--- src/rtl/jtframe_dwnld_pkg.sv ---
// Shared definitions for the ROM download write scheduler.
// Holds the FSM state encoding, the SDRAM byte-mask constants and a helper
// that converts the byte lane of an ioctl address into an SDRAM byte mask.
package jtframe_dwnld_pkg;

    typedef enum logic {
        IDLE  = 1'b0,
        WRITE = 1'b1
    } wr_state_t;

    // Byte masks are active-low: a 0 bit enables that lane.
    localparam logic [1:0] MASK_LO   = 2'b10;
    localparam logic [1:0] MASK_HI   = 2'b01;
    localparam logic [1:0] MASK_NONE = 2'b11;

    // Lane 0 is the low byte of the 16-bit SDRAM word, lane 1 the high byte.
    function automatic logic [1:0] lane_mask(input logic lane);
        logic [1:0] mask;
        if (lane) begin
            mask = MASK_HI;
        end else begin
            mask = MASK_LO;
        end
        return mask;
    endfunction

endpackage

--- src/rtl/jtframe_dwnld_fifo.sv ---
// Small synchronous first-word-fall-through FIFO for download bytes.
// Ports:
//   clk, rst  - clock, synchronous active-high reset
//   push, din - write request and data; ignored when full unless pop is
//               also accepted in the same cycle
//   pop       - read request; ignored when empty
//   dout      - head entry, valid whenever empty is low
//   empty     - no entries stored
//   full      - DEPTH entries stored
module jtframe_dwnld_fifo #(
    parameter int DW    = 8,
    parameter int DEPTH = 4
) (
    input  logic          clk,
    input  logic          rst,
    input  logic          push,
    input  logic          pop,
    input  logic [DW-1:0] din,
    output logic [DW-1:0] dout,
    output logic          empty,
    output logic          full
);

    localparam int PW = $clog2(DEPTH);
    localparam logic [PW-1:0] PTR_ONE = PW'(1);
    localparam logic [PW:0]   CNT_ONE = (PW+1)'(1);
    localparam logic [PW:0]   CNT_MAX = (PW+1)'(DEPTH);

    logic [PW-1:0] wr_ptr_q, wr_ptr_d;
    logic [PW-1:0] rd_ptr_q, rd_ptr_d;
    logic [PW:0]   cnt_q, cnt_d;
    logic [DW-1:0] mem_q [DEPTH];
    logic [DW-1:0] mem_d [DEPTH];
    logic          wr_en_s;
    logic          rd_en_s;

    assign empty = (cnt_q == '0);
    assign full  = (cnt_q == CNT_MAX);
    assign dout  = mem_q[rd_ptr_q];

    // Accept/pointer/count next-state; a pop frees the slot a full push needs.
    always_comb begin
        rd_en_s  = pop && !empty;
        wr_en_s  = push && (!full || rd_en_s);
        wr_ptr_d = wr_ptr_q;
        rd_ptr_d = rd_ptr_q;
        cnt_d    = cnt_q;
        mem_d    = mem_q;
        if (wr_en_s) begin
            mem_d[wr_ptr_q] = din;
            wr_ptr_d        = wr_ptr_q + PTR_ONE;
        end else begin
            wr_ptr_d = wr_ptr_q;
        end
        if (rd_en_s) begin
            rd_ptr_d = rd_ptr_q + PTR_ONE;
        end else begin
            rd_ptr_d = rd_ptr_q;
        end
        case ({wr_en_s, rd_en_s})
            2'b10:   cnt_d = cnt_q + CNT_ONE;
            2'b01:   cnt_d = cnt_q - CNT_ONE;
            default: cnt_d = cnt_q;
        endcase
    end

    // Storage and pointer registers.
    always_ff @(posedge clk) begin
        if (rst) begin
            wr_ptr_q <= '0;
            rd_ptr_q <= '0;
            cnt_q    <= '0;
            for (int i = 0; i < DEPTH; i++) begin
                mem_q[i] <= '0;
            end
        end else begin
            wr_ptr_q <= wr_ptr_d;
            rd_ptr_q <= rd_ptr_d;
            cnt_q    <= cnt_d;
            mem_q    <= mem_d;
        end
    end

endmodule

--- src/rtl/jtframe_dwnld_wrsched.sv ---
// Write scheduler between the ioctl download byte stream and the SDRAM
// programming port. Bytes are queued in a small FIFO and written one at a
// time with a prog_we/prog_rdy handshake; dwnld_busy keeps the core in reset
// until the download ends, all bytes are written and a settle period passes.
// Ports:
//   clk, rst                          - SDRAM clock, synchronous reset
//   downloading                       - ROM transfer in progress
//   ioctl_wr, ioctl_addr, ioctl_dout  - incoming byte strobe/address/data
//   prog_we, prog_addr, prog_data,
//   prog_mask                         - SDRAM write request (held until ack)
//   prog_rdy                          - SDRAM write acknowledge
//   dwnld_busy                        - download or write-back pending
//   overflow                          - sticky: a byte was dropped
module jtframe_dwnld_wrsched
    import jtframe_dwnld_pkg::*;
#(
    parameter int AW         = 22,
    parameter int FIFO_DEPTH = 4,
    parameter int HOLD       = 16
) (
    input  logic          clk,
    input  logic          rst,
    input  logic          downloading,
    input  logic          ioctl_wr,
    input  logic [24:0]   ioctl_addr,
    input  logic [7:0]    ioctl_dout,
    output logic          prog_we,
    output logic [AW-1:0] prog_addr,
    output logic [15:0]   prog_data,
    output logic [1:0]    prog_mask,
    input  logic          prog_rdy,
    output logic          dwnld_busy,
    output logic          overflow
);

    // Entry layout: {word address, byte lane, byte}.
    localparam int EW = AW + 9;
    localparam logic [7:0] HOLD_V = 8'(HOLD);

    wr_state_t     state_q, state_d;
    logic          prog_we_q, prog_we_d;
    logic [AW-1:0] prog_addr_q, prog_addr_d;
    logic [15:0]   prog_data_q, prog_data_d;
    logic [1:0]    prog_mask_q, prog_mask_d;
    logic [7:0]    hold_q, hold_d;
    logic          busy_q, busy_d;
    logic          overflow_q, overflow_d;
    logic          dl_prev_q, dl_prev_d;

    logic          push_s;
    logic          pop_s;
    logic          dl_rise_s;
    logic          dl_fall_s;
    logic          fifo_empty_s;
    logic          fifo_full_s;
    logic [EW-1:0] fifo_din_s;
    logic [EW-1:0] fifo_dout_s;
    logic          unused_addr_s;

    assign push_s     = ioctl_wr && downloading;
    assign pop_s      = (state_q == WRITE) && prog_rdy;
    assign dl_rise_s  = downloading && !dl_prev_q;
    assign dl_fall_s  = !downloading && dl_prev_q;
    assign fifo_din_s = {ioctl_addr[AW:1], ioctl_addr[0], ioctl_dout};
    // Address bits above the SDRAM word range are deliberately discarded.
    assign unused_addr_s = ^ioctl_addr[24:AW+1];

    jtframe_dwnld_fifo #(
        .DW    (EW),
        .DEPTH (FIFO_DEPTH)
    ) u_fifo (
        .clk   (clk),
        .rst   (rst),
        .push  (push_s),
        .pop   (pop_s),
        .din   (fifo_din_s),
        .dout  (fifo_dout_s),
        .empty (fifo_empty_s),
        .full  (fifo_full_s)
    );

    // Write FSM and hold counter. The head entry stays in the FIFO until the
    // write is acknowledged, so the FIFO count includes the in-flight byte.
    always_comb begin
        state_d     = state_q;
        prog_we_d   = prog_we_q;
        prog_addr_d = prog_addr_q;
        prog_data_d = prog_data_q;
        prog_mask_d = prog_mask_q;
        hold_d      = hold_q;
        case (state_q)
            IDLE: begin
                if (!fifo_empty_s) begin
                    prog_addr_d = fifo_dout_s[EW-1:9];
                    prog_mask_d = lane_mask(fifo_dout_s[8]);
                    prog_data_d = {fifo_dout_s[7:0], fifo_dout_s[7:0]};
                    prog_we_d   = 1'b1;
                    state_d     = WRITE;
                end else if (!downloading && (hold_q != 8'd0)) begin
                    hold_d = hold_q - 8'd1;
                end else begin
                    hold_d = hold_q;
                end
            end
            WRITE: begin
                if (prog_rdy) begin
                    prog_we_d = 1'b0;
                    state_d   = IDLE;
                    hold_d    = HOLD_V;
                end else begin
                    prog_we_d = 1'b1;
                end
            end
            default: begin
                prog_we_d = 1'b0;
                state_d   = IDLE;
            end
        endcase
        if (dl_fall_s) begin
            hold_d = HOLD_V;
        end else begin
            hold_d = hold_d;
        end
    end

    // Sticky overflow (cleared when a new download starts) and busy flag.
    always_comb begin
        dl_prev_d = downloading;
        if (dl_rise_s) begin
            overflow_d = 1'b0;
        end else begin
            overflow_d = overflow_q;
        end
        if (push_s && fifo_full_s && !pop_s) begin
            overflow_d = 1'b1;
        end else begin
            overflow_d = overflow_d;
        end
        busy_d = downloading || !fifo_empty_s || (state_q == WRITE) ||
                 (hold_q != 8'd0);
    end

    // Control and output registers; reset abandons any pending request.
    always_ff @(posedge clk) begin
        if (rst) begin
            state_q     <= IDLE;
            prog_we_q   <= 1'b0;
            prog_addr_q <= '0;
            prog_data_q <= 16'h0000;
            prog_mask_q <= MASK_NONE;
            hold_q      <= 8'd0;
            busy_q      <= 1'b0;
            overflow_q  <= 1'b0;
            dl_prev_q   <= 1'b0;
        end else begin
            state_q     <= state_d;
            prog_we_q   <= prog_we_d;
            prog_addr_q <= prog_addr_d;
            prog_data_q <= prog_data_d;
            prog_mask_q <= prog_mask_d;
            hold_q      <= hold_d;
            busy_q      <= busy_d;
            overflow_q  <= overflow_d;
            dl_prev_q   <= dl_prev_d;
        end
    end

    assign prog_we    = prog_we_q;
    assign prog_addr  = prog_addr_q;
    assign prog_data  = prog_data_q;
    assign prog_mask  = prog_mask_q;
    assign dwnld_busy = busy_q;
    assign overflow   = overflow_q;

endmodule

--- config.mk ---
export PLATFORM = sky130hd
export DESIGN_NAME = jtframe_dwnld_wrsched
export DESIGN_NICKNAME = d
export VERILOG_FILES = /design/src/rtl/jtframe_dwnld_pkg.sv /design/src/rtl/jtframe_dwnld_fifo.sv /design/src/rtl/jtframe_dwnld_wrsched.sv
export SDC_FILE = /design/constraint.sdc
export NUM_CORES = 1
export LEC_CHECK = 0
export ABC_AREA = 1
export ABC_CLOCK_PERIOD_IN_PS = 2500
export BUFFER_PORTS_ARGS = -buffer_cell sky130_fd_sc_hd__clkbuf_2
export CORE_MARGIN = 4
export CORE_UTILIZATION = 60
export DETAILED_ROUTE_END_ITERATION = 10
export GPL_TIMING_DRIVEN = 1
export PLACE_DENSITY = 0.8
export SLEW_MARGIN = 20
export SYNTH_ARGS = -nofsm -noshare
export SYNTH_HDL_FRONTEND = slang
export SYNTH_HIERARCHICAL = 1
export SYNTH_SLANG_ARGS = --single-unit
--- constraint.sdc ---
create_clock -name clk -period 2.5 [get_ports clk]
set_input_delay 0.125 -clock clk [delete_from_list [all_inputs] [get_ports clk]]
set_output_delay 0.125 -clock clk [all_outputs]
set_load 0.01 [all_outputs]
==> results of run 1 <==
==> sequential cells by signal (all words and copies together) (netlist names) <==
register and cells:
dl_prev_q 1, dwnld_busy 1, hold_q 8, overflow 1, prog_addr 22, prog_data 8, prog_mask 2, prog_we 1
state_q 1, u_fifo/cnt_q 3, u_fifo/mem_q 124, u_fifo/rd_ptr_q 2, u_fifo/wr_ptr_q 2
==> per-stage QoR <==
stage          cell area (um2)  instances  hold WS, ns  power [W]
2_1_floorplan             9255       1462       0.1941   0.004354
3_3_place_gp              9605       1653       0.4374   0.004722
3_5_place_dp              9605       1653       0.4416   0.004763
4_1_cts                  10320       1686      0.04547   0.007900
5_1_grt                  10320       1686      0.07163   0.008222
6_report                 10320       1686      0.05674   0.007867
==> repair_timing <==
item	CTS	global route
gates resized for setup	0	0
hold buffers	1	0
buffers inserted	0	0
endpoints found under the hold margin	1	0
==> final cells by class <==
class	count	share of cell area (%)
sequential	176	34.15
inverter	312	11.38
multi-input combinational	869	38.73
clock buffer	18	4.257
tap	188	2.280
clock inverter	14	2.535
timing repair buffer	109	6.671
==> worst max-delay path by stage <==
stage / endpoint / cells past startpoint
after CTS: u_fifo/cnt_q[2] / 13
after detailed placement: u_fifo/cnt_q[2] / 13
after global placement: u_fifo/cnt_q[2] / 13
final: u_fifo/cnt_q[2] / 13
after floorplan: u_fifo/cnt_q[2] / 14
after global routing: u_fifo/cnt_q[2] / 13
==> layer usage <==
metal / GRT usage (%) / part of all wire (%)
met3: 4.313 / 6.0
met4: 9.873 / 2.1
met2: 44.78 / 48
met1: 32.98 / 44
met5: 0 / 0
==> synthesized netlist by cell type <==
master	instances	area [um2]
clkbuf_1	45	168.9
buf_2	25	125.1
clkinv_1	1	3.750
nand4_1	126	788.3
o21ai_1	2	10.01
dfxtp_1	176	3523
nand2_2	1	6.260
nand2_1	317	1190
or2_2	1	6.260
o21ai_0	69	345.3
nand2_4	2	22.52
buf_4	19	142.6
or2_1	1	6.260
o21ai_4	2	32.53
a31oi_1	1	6.260
nand3_1	8	40.04
nand3_4	1	17.52
nor2_1	214	803.3
nor2_2	3	18.77
nor3_1	2	10.01
buf_6	7	78.83
inv_2	12	45.04
a21boi_2	1	11.26
buf_12	1	20.02
fa_1	1	20.02
nand3_2	3	30.03
inv_1	299	1122
xor2_1	2	17.52
buf_1	8	30.03
a21oi_1	105	525.5
ha_1	7	87.58
==> cells by family (layout without fill, tap and decap cells) <==
family                     after synthesis  count (layout)  share of synthesized area [%]
AOI/OAI and AO/OA                      180             180                          10.06
xor gates and xnor gates                 2               2                         0.1893
adders and majority gates                8               8                          1.163
buffers and inverters                  417             453                          18.76
DFF                                    176             176                          38.07
and+or+nand+nor                        679             679                          31.76
==> where the power goes <==
| group | switching [W] | internal, W | total (W) | leakage (nW) |
|---|---|---|---|---|
| Sequential | 0.000125 | 0.00303 | 0.00315 | 1.43 |
| Combinational | 0.00104 | 0.000533 | 0.00157 | 3.41 |
| Clock | 0.00114 | 0.00200 | 0.00314 | 0.336 |
| Total | 0.00230 | 0.00556 | 0.00787 | 5.18 |
==> worst reg2reg max path: cells and delay by family (launching register included) <==
kind / cells / cell delay (ns)
AND/OR/NAND/NOR: 8 / 0.95
adder cells (fa/ha/maj): 2 / 0.55
flip-flops: 1 / 0.31
buffers and inverters: 3 / 0.24
==> impl_results.md, run 1 <==
- Status: completed
- Final Hold Vio Count: 0
- First-pass GRT wire length: 38000 um
- DRT Pass-1 Iters: 5
- Worst EP arrival: 2.49 ns
- Syn nets: between 1.5k and 2k
- Commonest non-fill, non-tap cell in the layout: nand2_1
- Slowest stage delay, CP: roughly 0.37 ns
- Crit start category: register
- Die ar.: ~17000 um2
- Initial antenna violation count: 0
- Vias in the first global route: approximately 8.0k
- CTS tree: built
- Post-synthesis sequential area ratio: a little under two fifths
- Synth cell types: 31
- Placer congestion estimate: 0.8450
- Syn. warnings: 6
- Area grow syn2layout: 11.46%
- Cell count of the worst hold path: 2
- Worst Hold Class: input pin to register
- Synthesized instance count: between 1k and 1.5k
- Power per Cell Area: roughly 760 nW/um2
- Clock Latency Late Sink: 0.44 ns
- Post-layout min period: about 2.1 ns
- Sequential Area: 3523 um2
- R2r worst-path depth: 13
- Crit. End Element: register
- Initial drt markers: about 660
- Vias: 8683
- DRC Markers: 0
- Slew headroom: 57.92%
- Netlist Area Pre-Place: 9255 um2
- Yosys reg bits: 176
- Multi-input gate area: ~4000 um2
- CP max FO: 4
- Max Cap Violations: 0
- Leakage: 5.183 nW
- Hold path start: rst
- Setup violations, final: 0
- CP max-delay cell: fa_1
- Total wire length: 22930 um
- VDD IR max: between 500 and 600 uV
- Setup CP Type: register to register
- Remaining antenna violation count: 0
- Crit path launch: state_q
- Gr usage total: about a quarter
- Core ar.: about 15000 um2
- Num ports: just over 80
- WL/cell: roughly 14 um
- Detailed placer's ending HPWL: approximately 13000 um
- Die W: about 130 um
- Crit path max-delay family: simple AND/OR/NAND/NOR gates
- Reg2reg setup slack: around 0.35 ns
- Unrepaired setup endpoints after global routing: false
- Worst-margin pin slew: roughly 0.63 ns
- Vias per Instance: between 5 and 6
- Initial Util: between 60% and 70%
- Final setup margin: ~0.35 ns
- CP Data Required Time: 2.84 ns
- Crit share post-route: a little under nine tenths
- Antenna Cells: 0
- Largest net degree at the start of global routing: 130
- Sum of negative setup slack: 0 ns
- Syn Area/Cell: roughly 6.3 um2
- Worst R2R Start: state_q
- Worst hold path endpoint: overflow
- CP bufs+invs: 3
- Worst path most repeated cell: nand2_1
- Critical-path cell list: nand2_1 -> inv_1 -> inv_1 -> nand3_4 -> nand2_1 -> ha_1 -> inv_1 -> fa_1 -> or2_2 -> nand2_1 -> nand2_1 -> nand2_1 -> nor2_1
- Final setup skew: 0.006254 ns
- Max Transition Viols Final: 0
- # rows: 45
- CTS root buf: clkbuf_16
- Final Util: 68.11%
- Die Y: approximately 130 um
- Max frequency: ~0.47 GHz
- Most frequent cells in the layout: nand2_1 (317), inv_1 (296), nor2_1 (214)
- Pre-CTS setup slack: ~0.38 ns
- Nets: between 1.5k and 2k
- Fillers: 1350
- Worst r2r dst: u_fifo/cnt_q[2]
- Clock transition at path regs: ~0.070 ns
- Sink Count: ~180
- Input/output buffers: 78
- Layout cells sized above 1: between 10% and 20%
- Bufs on Longest Clock Path: 2
- Gr ovfl total: 0
- Total CTS buffers: 17
- H-tree Lvls: 4
No activity file was read; power rests on OpenSTA's default activity.
==> run 2: changes to the inputs <==
--- a/config.mk
+++ b/config.mk
@@ -6,13 +6,13 @@
 export NUM_CORES = 1
 export LEC_CHECK = 0
 export ABC_AREA = 1
-export ABC_CLOCK_PERIOD_IN_PS = 2500
-export BUFFER_PORTS_ARGS = -buffer_cell sky130_fd_sc_hd__clkbuf_2
+export ABC_CLOCK_PERIOD_IN_PS = 1800
 export CORE_MARGIN = 4
-export CORE_UTILIZATION = 60
+export CORE_UTILIZATION = 58
 export DETAILED_ROUTE_END_ITERATION = 10
+export DONT_BUFFER_PORTS = 1
 export GPL_TIMING_DRIVEN = 1
-export PLACE_DENSITY = 0.8
+export PLACE_DENSITY = 0.76
 export SLEW_MARGIN = 20
 export SYNTH_ARGS = -nofsm -noshare
 export SYNTH_HDL_FRONTEND = slang
==> constraint.sdc (replaced) <==
create_clock -name clk -period 1.8 [get_ports clk]
set_input_delay 0.09 -clock clk [delete_from_list [all_inputs] [get_ports clk]]
set_output_delay 0.09 -clock clk [all_outputs]
set_load 0.01 [all_outputs]
==> run 2 against run 1 <==
Highest routed layer unchanged; sequential cell count unchanged; register-to-register slack worse by 0.28 ns; power is 33% higher; clock power rose by 25%; global-route usage shrank 0.16 points; first-iteration DRC count up 23%; maximum frequency is 25% higher; die area rose by 3.2%; hold slack better by 0.037 ns; wire length is 4.4% higher.
==> impl_results.md, run 2 (synthesized netlist as in run 1, its figures left out) <==
- Largest register FFs: about 120
- Final Hold Vio Count: 0
- Sink Count: approximately 180
- Initial drt markers: 809
- DR top layer: met4
- Slowest stage delay, CP: approximately 0.33 ns
- Worst-margin pin slew: 0.5008 ns
- Final setup skew: around 0.007 ns
- VDD IR max: 694.6 uV
- Vias in the first global route: between 7k and 8k
- R2r worst-path depth: 13
- WL/cell: 14.24 um
- Slew headroom: about two thirds
- Routed length on met1: roughly 11000 um
- Input/output buffers: 0
- Placer congestion estimate: roughly 0.84
- Max Cap Violations: 0
- Critical-path cell list: nand2_2 -> inv_2 -> inv_2 -> nand3_4 -> nand2_4 -> ha_4 -> inv_2 -> fa_2 -> or2_4 -> nand2_2 -> nand2_1 -> nand2_1 -> nor2_1
- Clock Latency Late Sink: ~0.43 ns
- Vias: approximately 8.7k
- Max frequency: slightly below 0.6 GHz
- CTS root buf: clkbuf_16
- Detailed placer's ending HPWL: between 10000 and 15000 um
- Crit share post-route: a little over nine tenths
- Gr ovfl total: 0
- CP bufs+invs: 3
- Clock transition at path regs: around 0.070 ns
- Layout cells sized above 1: about 8.4%
- Setup violations, final: 0
- Nets: 1504
- Commonest non-fill, non-tap cell in the layout: nand2_1
- Most frequent cells in the layout: nand2_1 (312), inv_1 (292), nor2_1 (214)
- Metal3 WL: about 1300 um
- H-tree Lvls: 4
- Initial Util: 59.99%
- Total CTS buffers: 17
- Placed cell count: about 1.6k
- Die W: approximately 130 um
- Fillers: about 1.4k
- Worst Hold Class: input pin to register
- Worst path most repeated cell: inv_2
- Worst EP arrival: about 2 ns
- Initial antenna violation count: 0
- # rows: 45
- Num ports: 81
- Antenna Cells: 0
- Vias per Instance: 5.147
- Die Y: 134.3 um
- DRC Markers: 0
- Gr usage total: between 20% and 30%
- CP max FO: 3
- Leakage: 5.080 nW
- Total wire length: roughly 24000 um
- CP max-delay cell: fa_2
- Remaining antenna violation count: 0
- First-pass GRT wire length: around 38000 um
- Largest net degree at the start of global routing: between 100 and 150
- Met2 WL: 11580 um
- Crit start category: register
- Crit path max-delay family: simple AND/OR/NAND/NOR gates
- Fin area: about 11000 um2
- Setup CP Type: register to register
- Critical path depth: 13
- Status: completed
- CTS tree: built
- DRT Pass-1 Iters: 5
- CP Data Required Time: about 2.1 ns
- Bufs on Longest Clock Path: 2
- Cell count of the worst hold path: 3
- Post-layout min period: about 1.7 ns
- Sum of negative setup slack: 0 ns
- Die ar.: roughly 18000 um2
- Area grow syn2layout: 13.46%
- Core ar.: around 15000 um2
- DP Area: approximately 9400 um2
- Crit. End Element: register
- Biggest register: u_fifo/mem_q
- Max Transition Viols Final: 0
- Post-route insts no fill: roughly 1.7k
- Power per Cell Area: approximately 1000 nW/um2
run 2: power by group:
part / internal [W] / switching (W) / leakage, nW
logic: 0.000724 / 0.00132 / 3.35
registers: 0.00421 / 0.000278 / 1.44
clock network: 0.00236 / 0.00157 / 0.294
run 2: tightest hold or removal path, cell delays in order:
cell and delay (ns):
inv_1 0.19, o21ai_0 0.15, nor2_1 0.05
run 2: what timing repair did:
item,in CTS,in global routing
hold endpoints to repair,134,0
setup endpoints to repair,8,119
hold buffers,35,0
resized for setup,2,7
cloned,0,2
buffers inserted,1,3
pin swaps,3,3
run 2: path summary, 6_finish.rpt:
path | startpoint | to | slack [ns]
setup / recovery | state_q | u_fifo/cnt_q[2] | 0.08
hold / removal | rst | prog_addr[18] | 0.09
setup reg to reg | state_q | u_fifo/cnt_q[2] | 0.08
hold reg to reg | hold_q[5] | hold_q[5] | 0.50
run 2: routing by layer:
| metal | vias up | GRT usage (%) |
|---|---|---|
| met1 | 3866 | 33.11 |
| li1 | 4457 | - |
| met4 | 0 | 10.29 |
| met5 | - | 0 |
| met2 | 292 | 43.88 |
| met3 | 43 | 4.126 |
run 2: final cells by class:
class	count	area (um2)	area share [%]
clock buffer	18	439.2	4.182
tap	211	264.0	2.514
clock inverter	14	190.2	1.811
inverter	312	1174	11.18
timing repair buffer	82	870.8	8.293
multi-input combinational	869	4035	38.42
sequential	176	3528	33.60
run 2: per-stage QoR:
step	setup WS [ns]	util [%]	hold WS [ns]	power, W
final	0.07795	68.07	0.09410	0.01046
after global routing	-0.003637	68.07	0.1294	0.01102
after CTS	0.0005485	67.42	0.08436	0.01048
after detailed placement	0.006960	60.97	0.1633	0.006483
after global placement	0.05765	60.97	0.1623	0.006456
after floorplan	-0.01821	-	0.1591	0.006056
